### config.mk
export PLATFORM = sky130hd
export DESIGN_NAME = reg_bank_uart_tx_flat
export DESIGN_NICKNAME = d
export VERILOG_FILES = /design/src/rtl/reg_bank_uart_tx_if.sv /design/src/rtl/reg_bank_uart_tx.sv /design/src/flat_wrapper.sv
export SDC_FILE = /design/constraint.sdc
export NUM_CORES = 2
export LEC_CHECK = 0
export BUFFER_PORTS_ARGS = -buffer_cell sky130_fd_sc_hd__buf_2
export CORE_AREA = 2 2 403 405
export CTS_CLUSTER_SIZE = 12
export DETAILED_ROUTE_END_ITERATION = 8
export DIE_AREA = 0 0 405 407
export SYNTH_ARGS = -nofsm -noshare
export SYNTH_HDL_FRONTEND = slang
export SYNTH_SLANG_ARGS = --single-unit
### constraint.sdc
create_clock -name clk -period 101.6 [get_ports clk]
set_input_delay 10.16 -clock clk [delete_from_list [all_inputs] [get_ports clk]]
set_output_delay 10.16 -clock clk [all_outputs]
set_load 0.1 [all_outputs]
### src/rtl/reg_bank_uart_tx_if.sv
// Purpose: signal bundle between a register-bank owner and the UART frame transmitter.
// Latency: none; plain wires.
// Backpressure: none. start is a level request that the transmitter samples only while idle.
// Ports: start (frame request), bank_dat (bank to snapshot), txd (UART line),
//        busy (frame in progress), done (end-of-frame pulse), frame_ctr (completed frames).
interface reg_bank_uart_tx_if #(
    parameter int C_BYTES = 128
);
    logic                 start;
    logic [8*C_BYTES-1:0] bank_dat;
    logic                 txd;
    logic                 busy;
    logic                 done;
    logic [7:0]           frame_ctr;

    modport master (
        output start,
        output bank_dat,
        input  txd,
        input  busy,
        input  done,
        input  frame_ctr
    );

    modport slave (
        input  start,
        input  bank_dat,
        output txd,
        output busy,
        output done,
        output frame_ctr
    );
endinterface

### src/rtl/reg_bank_uart_tx.sv
// Purpose: sends a snapshot of a byte bank as a UART frame: 55 AA, data bytes, then the data checksum.
// Latency: the start bit appears one cycle after accept; the frame lasts (C_BYTES+3)*10*C_DIV cycles; done follows one cycle later.
// Backpressure: none. A start request while busy is dropped, not queued. C_AUTO=1 re-arms in the done cycle.
// Ports: clk, rst (async, active high); bus.slave carries start, bank_dat, txd, busy, done and frame_ctr.
module reg_bank_uart_tx #(
    parameter int C_F_CK  = 135_000_000,
    parameter int C_BAUD  = 115_200,
    parameter int C_BYTES = 128,
    parameter bit C_AUTO  = 1'b0
) (
    input  logic              clk,
    input  logic              rst,
    reg_bank_uart_tx_if.slave bus
);
    localparam int C_DIV = C_F_CK / C_BAUD;
    localparam int DIV_W = $clog2(C_DIV);
    localparam logic [DIV_W-1:0] DIV_LAST = DIV_W'(C_DIV - 1);
    // Byte index 0/1 = header, 2..C_BYTES+1 = data, C_BYTES+2 = checksum.
    localparam logic [8:0] IDX_CSUM = 9'(C_BYTES + 2);

    typedef enum logic [1:0] {S_IDLE, S_START, S_DATA, S_STOP} state_t;

    state_t               state_q, state_d;
    logic [DIV_W-1:0]     div_q, div_d;
    logic [2:0]           bit_q, bit_d;
    logic [8:0]           idx_q, idx_d;
    logic [8*C_BYTES-1:0] snap_q, snap_d;
    logic [7:0]           csum_q, csum_d;
    logic                 txd_q, txd_d;
    logic                 busy_q, busy_d;
    logic                 done_q, done_d;
    logic [7:0]           ctr_q, ctr_d;

    logic                 bit_end;
    logic [2:0]           nxt_bit;
    logic [7:0]           cur_byte;

    assign bit_end = (div_q == DIV_LAST);
    assign nxt_bit = bit_q + 3'd1;

    // The snapshot shifts down one byte after each data byte, so the byte
    // being sent always sits in the low lane and no wide mux is needed.
    always_comb begin
        cur_byte = snap_q[7:0];
        if (idx_q == 9'd0) begin
            cur_byte = 8'h55;
        end else if (idx_q == 9'd1) begin
            cur_byte = 8'hAA;
        end else if (idx_q == IDX_CSUM) begin
            cur_byte = csum_q;
        end
    end

    always_comb begin
        state_d = state_q;
        div_d   = div_q;
        bit_d   = bit_q;
        idx_d   = idx_q;
        snap_d  = snap_q;
        csum_d  = csum_q;
        txd_d   = txd_q;
        busy_d  = busy_q;
        done_d  = 1'b0;
        ctr_d   = ctr_q;

        // The bit-time counter reloads exactly at each boundary, so bit timing does not drift.
        if (state_q != S_IDLE) begin
            div_d = bit_end ? '0 : div_q + 1'b1;
        end

        case (state_q)
            S_IDLE: begin
                if (bus.start || C_AUTO) begin
                    state_d = S_START;
                    div_d   = '0;
                    bit_d   = '0;
                    idx_d   = '0;
                    snap_d  = bus.bank_dat;
                    csum_d  = '0;
                    txd_d   = 1'b0;
                    busy_d  = 1'b1;
                end
            end
            S_START: begin
                if (bit_end) begin
                    state_d = S_DATA;
                    bit_d   = '0;
                    txd_d   = cur_byte[0];
                end
            end
            S_DATA: begin
                if (bit_end) begin
                    if (bit_q == 3'd7) begin
                        state_d = S_STOP;
                        txd_d   = 1'b1;
                    end else begin
                        bit_d = nxt_bit;
                        txd_d = cur_byte[nxt_bit];
                    end
                end
            end
            S_STOP: begin
                if (bit_end) begin
                    if (idx_q == IDX_CSUM) begin
                        state_d = S_IDLE;
                        busy_d  = 1'b0;
                        done_d  = 1'b1;
                        ctr_d   = ctr_q + 8'd1;
                        txd_d   = 1'b1;
                    end else begin
                        // The checksum accumulates as data bytes retire, so it is complete
                        // by the time the checksum byte is selected.
                        if (idx_q >= 9'd2) begin
                            csum_d = csum_q + snap_q[7:0];
                            snap_d = snap_q >> 8;
                        end
                        idx_d   = idx_q + 9'd1;
                        state_d = S_START;
                        txd_d   = 1'b0;
                    end
                end
            end
            default: begin
                state_d = S_IDLE;
            end
        endcase
    end

    always_ff @(posedge clk or posedge rst) begin
        if (rst) begin
            state_q <= S_IDLE;
            div_q   <= '0;
            bit_q   <= '0;
            idx_q   <= '0;
            snap_q  <= '0;
            csum_q  <= '0;
            txd_q   <= 1'b1;
            busy_q  <= 1'b0;
            done_q  <= 1'b0;
            ctr_q   <= '0;
        end else begin
            state_q <= state_d;
            div_q   <= div_d;
            bit_q   <= bit_d;
            idx_q   <= idx_d;
            snap_q  <= snap_d;
            csum_q  <= csum_d;
            txd_q   <= txd_d;
            busy_q  <= busy_d;
            done_q  <= done_d;
            ctr_q   <= ctr_d;
        end
    end

    assign bus.txd       = txd_q;
    assign bus.busy      = busy_q;
    assign bus.done      = done_q;
    assign bus.frame_ctr = ctr_q;
endmodule

### src/flat_wrapper.sv
// flat-port wrapper written by rule: the top's interface ports become plain ports
module reg_bank_uart_tx_flat 
#(
    parameter int C_F_CK  = 135_000_000,
    parameter int C_BAUD  = 115_200,
    parameter int C_BYTES = 128,
    parameter bit C_AUTO  = 1'b0
)
  (clk, rst, bus_start, bus_bank_dat, bus_txd, bus_busy, bus_done, bus_frame_ctr);
  reg_bank_uart_tx_if #(.C_BYTES(C_BYTES)) bus_i ();
  input  logic clk;
  input  logic rst;
  input wire logic [$bits(bus_i.start)-1:0] bus_start;
  input wire logic [$bits(bus_i.bank_dat)-1:0] bus_bank_dat;
  output wire logic [$bits(bus_i.txd)-1:0] bus_txd;
  output wire logic [$bits(bus_i.busy)-1:0] bus_busy;
  output wire logic [$bits(bus_i.done)-1:0] bus_done;
  output wire logic [$bits(bus_i.frame_ctr)-1:0] bus_frame_ctr;
  assign bus_i.start = bus_start;
  assign bus_i.bank_dat = bus_bank_dat;
  assign bus_txd = bus_i.txd;
  assign bus_busy = bus_i.busy;
  assign bus_done = bus_i.done;
  assign bus_frame_ctr = bus_i.frame_ctr;
  reg_bank_uart_tx #(.C_F_CK(C_F_CK), .C_BAUD(C_BAUD), .C_BYTES(C_BYTES), .C_AUTO(C_AUTO)) u_core (.clk(clk), .rst(rst), .bus(bus_i));
endmodule
* Yosys cells after proc, flatten, opt, wreduce, memory -nomap -nowiden
Cells that the tools add are included.
** Storage, ports and cells
- Word-level logic and storage cells :: 93
- Output and inout port bits :: 11
- Input bits :: 1027
- Flip-flop bits (word level) :: 1068
** Cells by class
- $lt $le $gt $ge :: 2
- Reduce and logical (&&, ||, !) cells :: 12
- Multiplexer cells :: 48
- $add $sub $neg :: 5
- Eq/ne operators :: 16
** Operators by type and width (number)
- $mux W1024 :: 4
- $pmux W1024 S2 :: 1
- $mux W8 :: 7
- $mux W11 :: 4
- $mux W9 :: 3
- $pmux W9 S2 :: 1
- $pmux W8 S2 :: 1
- $reduce_and A5 Y1 :: 3
- $mux W1 :: 13
- $mux W3 :: 4
- $ne A2 B1 Y1 const B :: 6
- $reduce_and A4 Y1 :: 3
- $add A11 B1 Y11 const B :: 1
- $eq A11 B11 Y1 const B :: 1
- $mux W2 :: 5
- $add A9 B1 Y9 const B :: 1
- $eq A9 B1 Y1 const B :: 1
- $eq A9 B8 Y1 const B :: 1
- $ge A9 B2 Y1 const B :: 1
- $logic_not A9 Y1 :: 1
- $pmux W3 S3 :: 1
- $add A8 B1 Y8 const B :: 1
- $add A8 B8 Y8 :: 1
- $pmux W2 S4 :: 1
- other kinds (13) :: 17

* Longest topological paths before layout
- Depth in word-level cells :: 9
- Mapped depth :: 12
- Depth with buffers taken out :: 9

* Worst setup path before layout
No wires, ideal clock.
- Path kind :: input to register
- Start point :: input bus_start
- End point :: register u_core.snap_q[855]
- Setup time :: 0.135 ns
- Data arrival time :: 11.255 ns
- Setup slack :: 90.210 ns
- Data required time :: 101.465 ns
- Stages on the path :: 7
- Path buffers :: 3
- Cell sequence :: nand2b_1 > o21a_4 > nand2_4 > buf_4 > buf_4 > clkbuf_1 > o21ai_0
** On the way
- Longest elaborated chain between the ends :: 2
** Ends and longest elaborated chain
- from (decl) :: line flat_wrapper.sv:13 : input wire logic [$bits(bus_i.start)-1:0] bus_start;
- $ne A2 B2 Y1 (no source line)
- $reduce_and A5 Y1 (no source line)
- to (signal assigned) :: line reg_bank_uart_tx.sv:146 : snap_q <= snap_d;
- to (decl) :: line reg_bank_uart_tx.sv:27 : logic [8*C_BYTES-1:0] snap_q, snap_d;
Every way passes these cells.
A chain may end at the register's enable or synchronous reset.

* Final worst setup path
- Start point :: input bus_start
- End point :: register u_core.snap_q[615]
Same word-level chain as after synthesis.

==> impl_metrics.csv <==
group,metric,value,unit
sta,max_freq,66.9,MHz
routing,wl,155,mm
yosys,synth_area_leader_cell,"dfrtp_1",
die,die-width,405,microns
clocking,root_buffer,"clkbuf_16",
critical_path,cp.required,102.15,ns
power_and_ir_drop,power.leakage,26.1,nW
routing,drtAntennaViolNets,0,
yosys,syn_area_per_cell,10.5,sq um
yosys,async_reset_ff_share,100,%
die,core.rowCount,147,
yosys,synth_area_leaders,"dfrtp_1 (54%), mux2i_1 (20%), nand2_1 (8.0%)",
final_layout,nets,6613,
yosys,synth_xor_area_share,0.335,%
yosys,netlist_instances,4718,
min_path,hold_class,"reg -> reg",
sta,slew_headroom,18.7,%
global_routing,grt_max_degree,262,
clocking,cts_buffers,119,
clocking,clockBufferDepth,3,
clocking,clkLatencyLatePin,0.75,ns
routing,wl_per_cell,19.7,microns
sta,setup_viol,0,
critical_path,worst-path-max-fanout,261,
sta,fin_crit_sh,14.7,%
global_routing,grt.met2_usage,29.2,%
final_layout,drive_gt1_share,22.7,%
routing,num_vias,36986,
critical_path,worst-setup-path-type,"in -> reg",
global_routing,grt_pass1_vias,36801,
routing,drt_pass1_iterations,7,
global_routing,antenna_found_initial,125,
critical_path,worstPathArrival,15.49,ns
yosys,yosysSeqAreaShare,53.8,%
yosys,synth_nets,5766,
clocking,cts_hold_buffers,0,
sta,rsz0062_at_grt,"false",
yosys,synth_top_area_share,53.7,%
yosys,ys.flop_type,"dfrtp_1",
sta,hold_viol,0,
clocking,htree_levels,3,
yosys,ys_seq_elements,1068,
outcome,run_status,"finished, final reports clean",
placed_design,io_buffer_count,1037,
die,dieArea,0.165,sq mm
clocking,postCtsSetupBuffers,0,
yosys,yosys.area_share.simple,8.95,%
routing,vias_per_cell,4.70,
critical_path,crit_path_start_kind,"input pin",
run,maxCapViolations,0,
global_routing,use_met3,5.29,%
global_routing,grt_pass1_wl,228,mm
final_layout,fill_cells,16166,
clocking,clkSinkCount,1068,
yosys,synth_top_family_by_area,"multiplexers",
placed_design,gp_congestion,0.903,
power_and_ir_drop,cellPowerDensity,15.3,mW/mm^2
die,io_pins,1038,
sta,fin_crit,14.94,ns
sta,final.setup.tns,0,ns
yosys,ys_types,56,
sta,drv_slew,0,
global_routing,grtUsageMet1,22.9,%
die,fp.dieH,407,microns
yosys,synth_compound_area_share,11.2,%
critical_path,cp-end-kind,"flop",
yosys,synthMuxAreaShare,20.7,%
clocking,cts_resized,0,
die,start_util,31.0,%
routing,drc,0,
yosys,yosysMostFrequentCell,"dfrtp_1",
power_and_ir_drop,total_power,0.922,mW
yosys,synth_edf_count,0,
yosys,synth_fa_ha_area_share,0.544,%
sta,fin_skew,0.0631,ns
global_routing,grt_remaining_overflow,0,
power_and_ir_drop,max-vdd-ir-drop,0.0138,mV
clocking,clkSlewWorstSetupHoldPaths,0.06,ns
global_routing,gr-max-usage-layer,"met2",
routing,first_iter_violations,2524,
yosys,yosys_warnings,0,
die,coreArea,0.160,sq mm
sta,worstMarginPinSlew,1.22,ns
clocking,cts_tree,"done",
yosys,syn_area,0.0497,sq mm
global_routing,grtUsageTotal,18.1,%
final_layout,area_growth,20.9,%
yosys,synthTopCellsByCount,"dfrtp_1 (1067), nand2_1 (1056), mux2i_1 (1017)",
placed_design,dp_hpwl,115,mm
## worst max-delay path, stage by stage
cell and delay, ns:
buf_2 0.11, nand2b_1 0.40, o21a_4 0.31, nand2_8 0.49, buf_12 0.57, buf_4 0.79, buf_4 0.82, buf_4 0.92
o21ai_0 0.24
## cells in the final DEF (no fill, tap or decap), drive strengths merged, types with 2 or more instances in the layout
cell	count
nand3b	7
o21bai	2
ha	20
nand2	1057
nand3	5
or3	2
o22ai	3
dfrtp	1067
inv	18
nor2b	2
o31ai	2
a221o	2
nor4b	2
and2	2
a22o	8
clkinv	28
buf	1078
nor3b	2
mux2i	1017
clkbuf	177
a21oi	14
nand4	10
a21o	2
and3	15
a41o	2
nand2b	8
and4	2
diode	55
xnor2	10
mux2	3
o21ai	1043
nor3	2
bufinv	9
nor2	14
mux4	3
xor2	9
## through the flow
stage	util (%)	setup slack, ns	area (sq um)	hold WS (ns)	std cells
after global placement	34.9	86.11	55800	0.448	7604
after global routing	37.5	86.18	60100	0.486	7867
after floorplan	-	61.38	49700	0.438	4718
after detailed placement	34.9	86.00	55800	0.456	7604
after CTS	37.4	86.83	59900	0.469	7822
final	37.5	86.66	60100	0.472	7877
## final timing paths
kind	cells after the start	from	slack [ns]	end
setup / recovery	9	bus_start	86.66	u_core.snap_q[615]$_DFFE_PP0P_
setup reg to reg	8	u_core.state_q[0]$_DFFE_PP0P_	95.07	u_core.snap_q[615]$_DFFE_PP0P_
hold reg to reg	2	u_core.snap_q[1019]$_DFFE_PP0P_	0.47	u_core.snap_q[1019]$_DFFE_PP0P_
hold / removal	2	u_core.snap_q[1019]$_DFFE_PP0P_	0.47	u_core.snap_q[1019]$_DFFE_PP0P_
max in group asynchronous	6	rst	88.42	u_core.snap_q[2]$_DFFE_PP0P_
min in group asynchronous	2	rst	9.54	u_core.snap_q[318]$_DFFE_PP0P_
## per-layer routing
layer	vias to the layer above	wire [microns]
li1	18052	-
met2	963	73500
met1	17493	65400
met3	372	10800
met5	-	700
met4	106	5130
## report_power, final
part           leakage, nW  total, mW  internal, mW  switching [mW]
sequential            14.9      0.425         0.425               0
combinational         9.25     0.0455        0.0208          0.0248
clock                 2.03      0.451         0.263           0.187
total                 26.1      0.922         0.710           0.212
## state kept, by name (all words and copies together) (netlist names)
signal / cells
u_core.bit_q: 3
u_core.bus.busy: 1
u_core.bus.done: 1
u_core.bus.frame_ctr: 8
u_core.bus.txd: 1
u_core.csum_q: 8
u_core.div_q: 11
u_core.idx_q: 9
u_core.snap_q: 1024
u_core.state_q: 2
## final cells by class
class | count | area [sq um] | share of cell area (%)
antenna | 55 | 138 | 0.229
clock buffer | 177 | 3540 | 5.89
clock inverter | 41 | 552 | 0.918
inverter | 14 | 60.1 | 0.100
multi-input combinational | 3284 | 20700 | 34.5
sequential | 1068 | 26700 | 44.5
tap | 2160 | 2700 | 4.50
timing repair buffer | 1078 | 5610 | 9.34
## logic make-up after synthesis
family,count (synthesis)
mux,1023
simple gates,1132
xor+xnor,19
buf+inv,366
fa+ha+maj,21
compound gates,1089
flops,1068
Note: power is estimated with default switching activity, not from simulation.
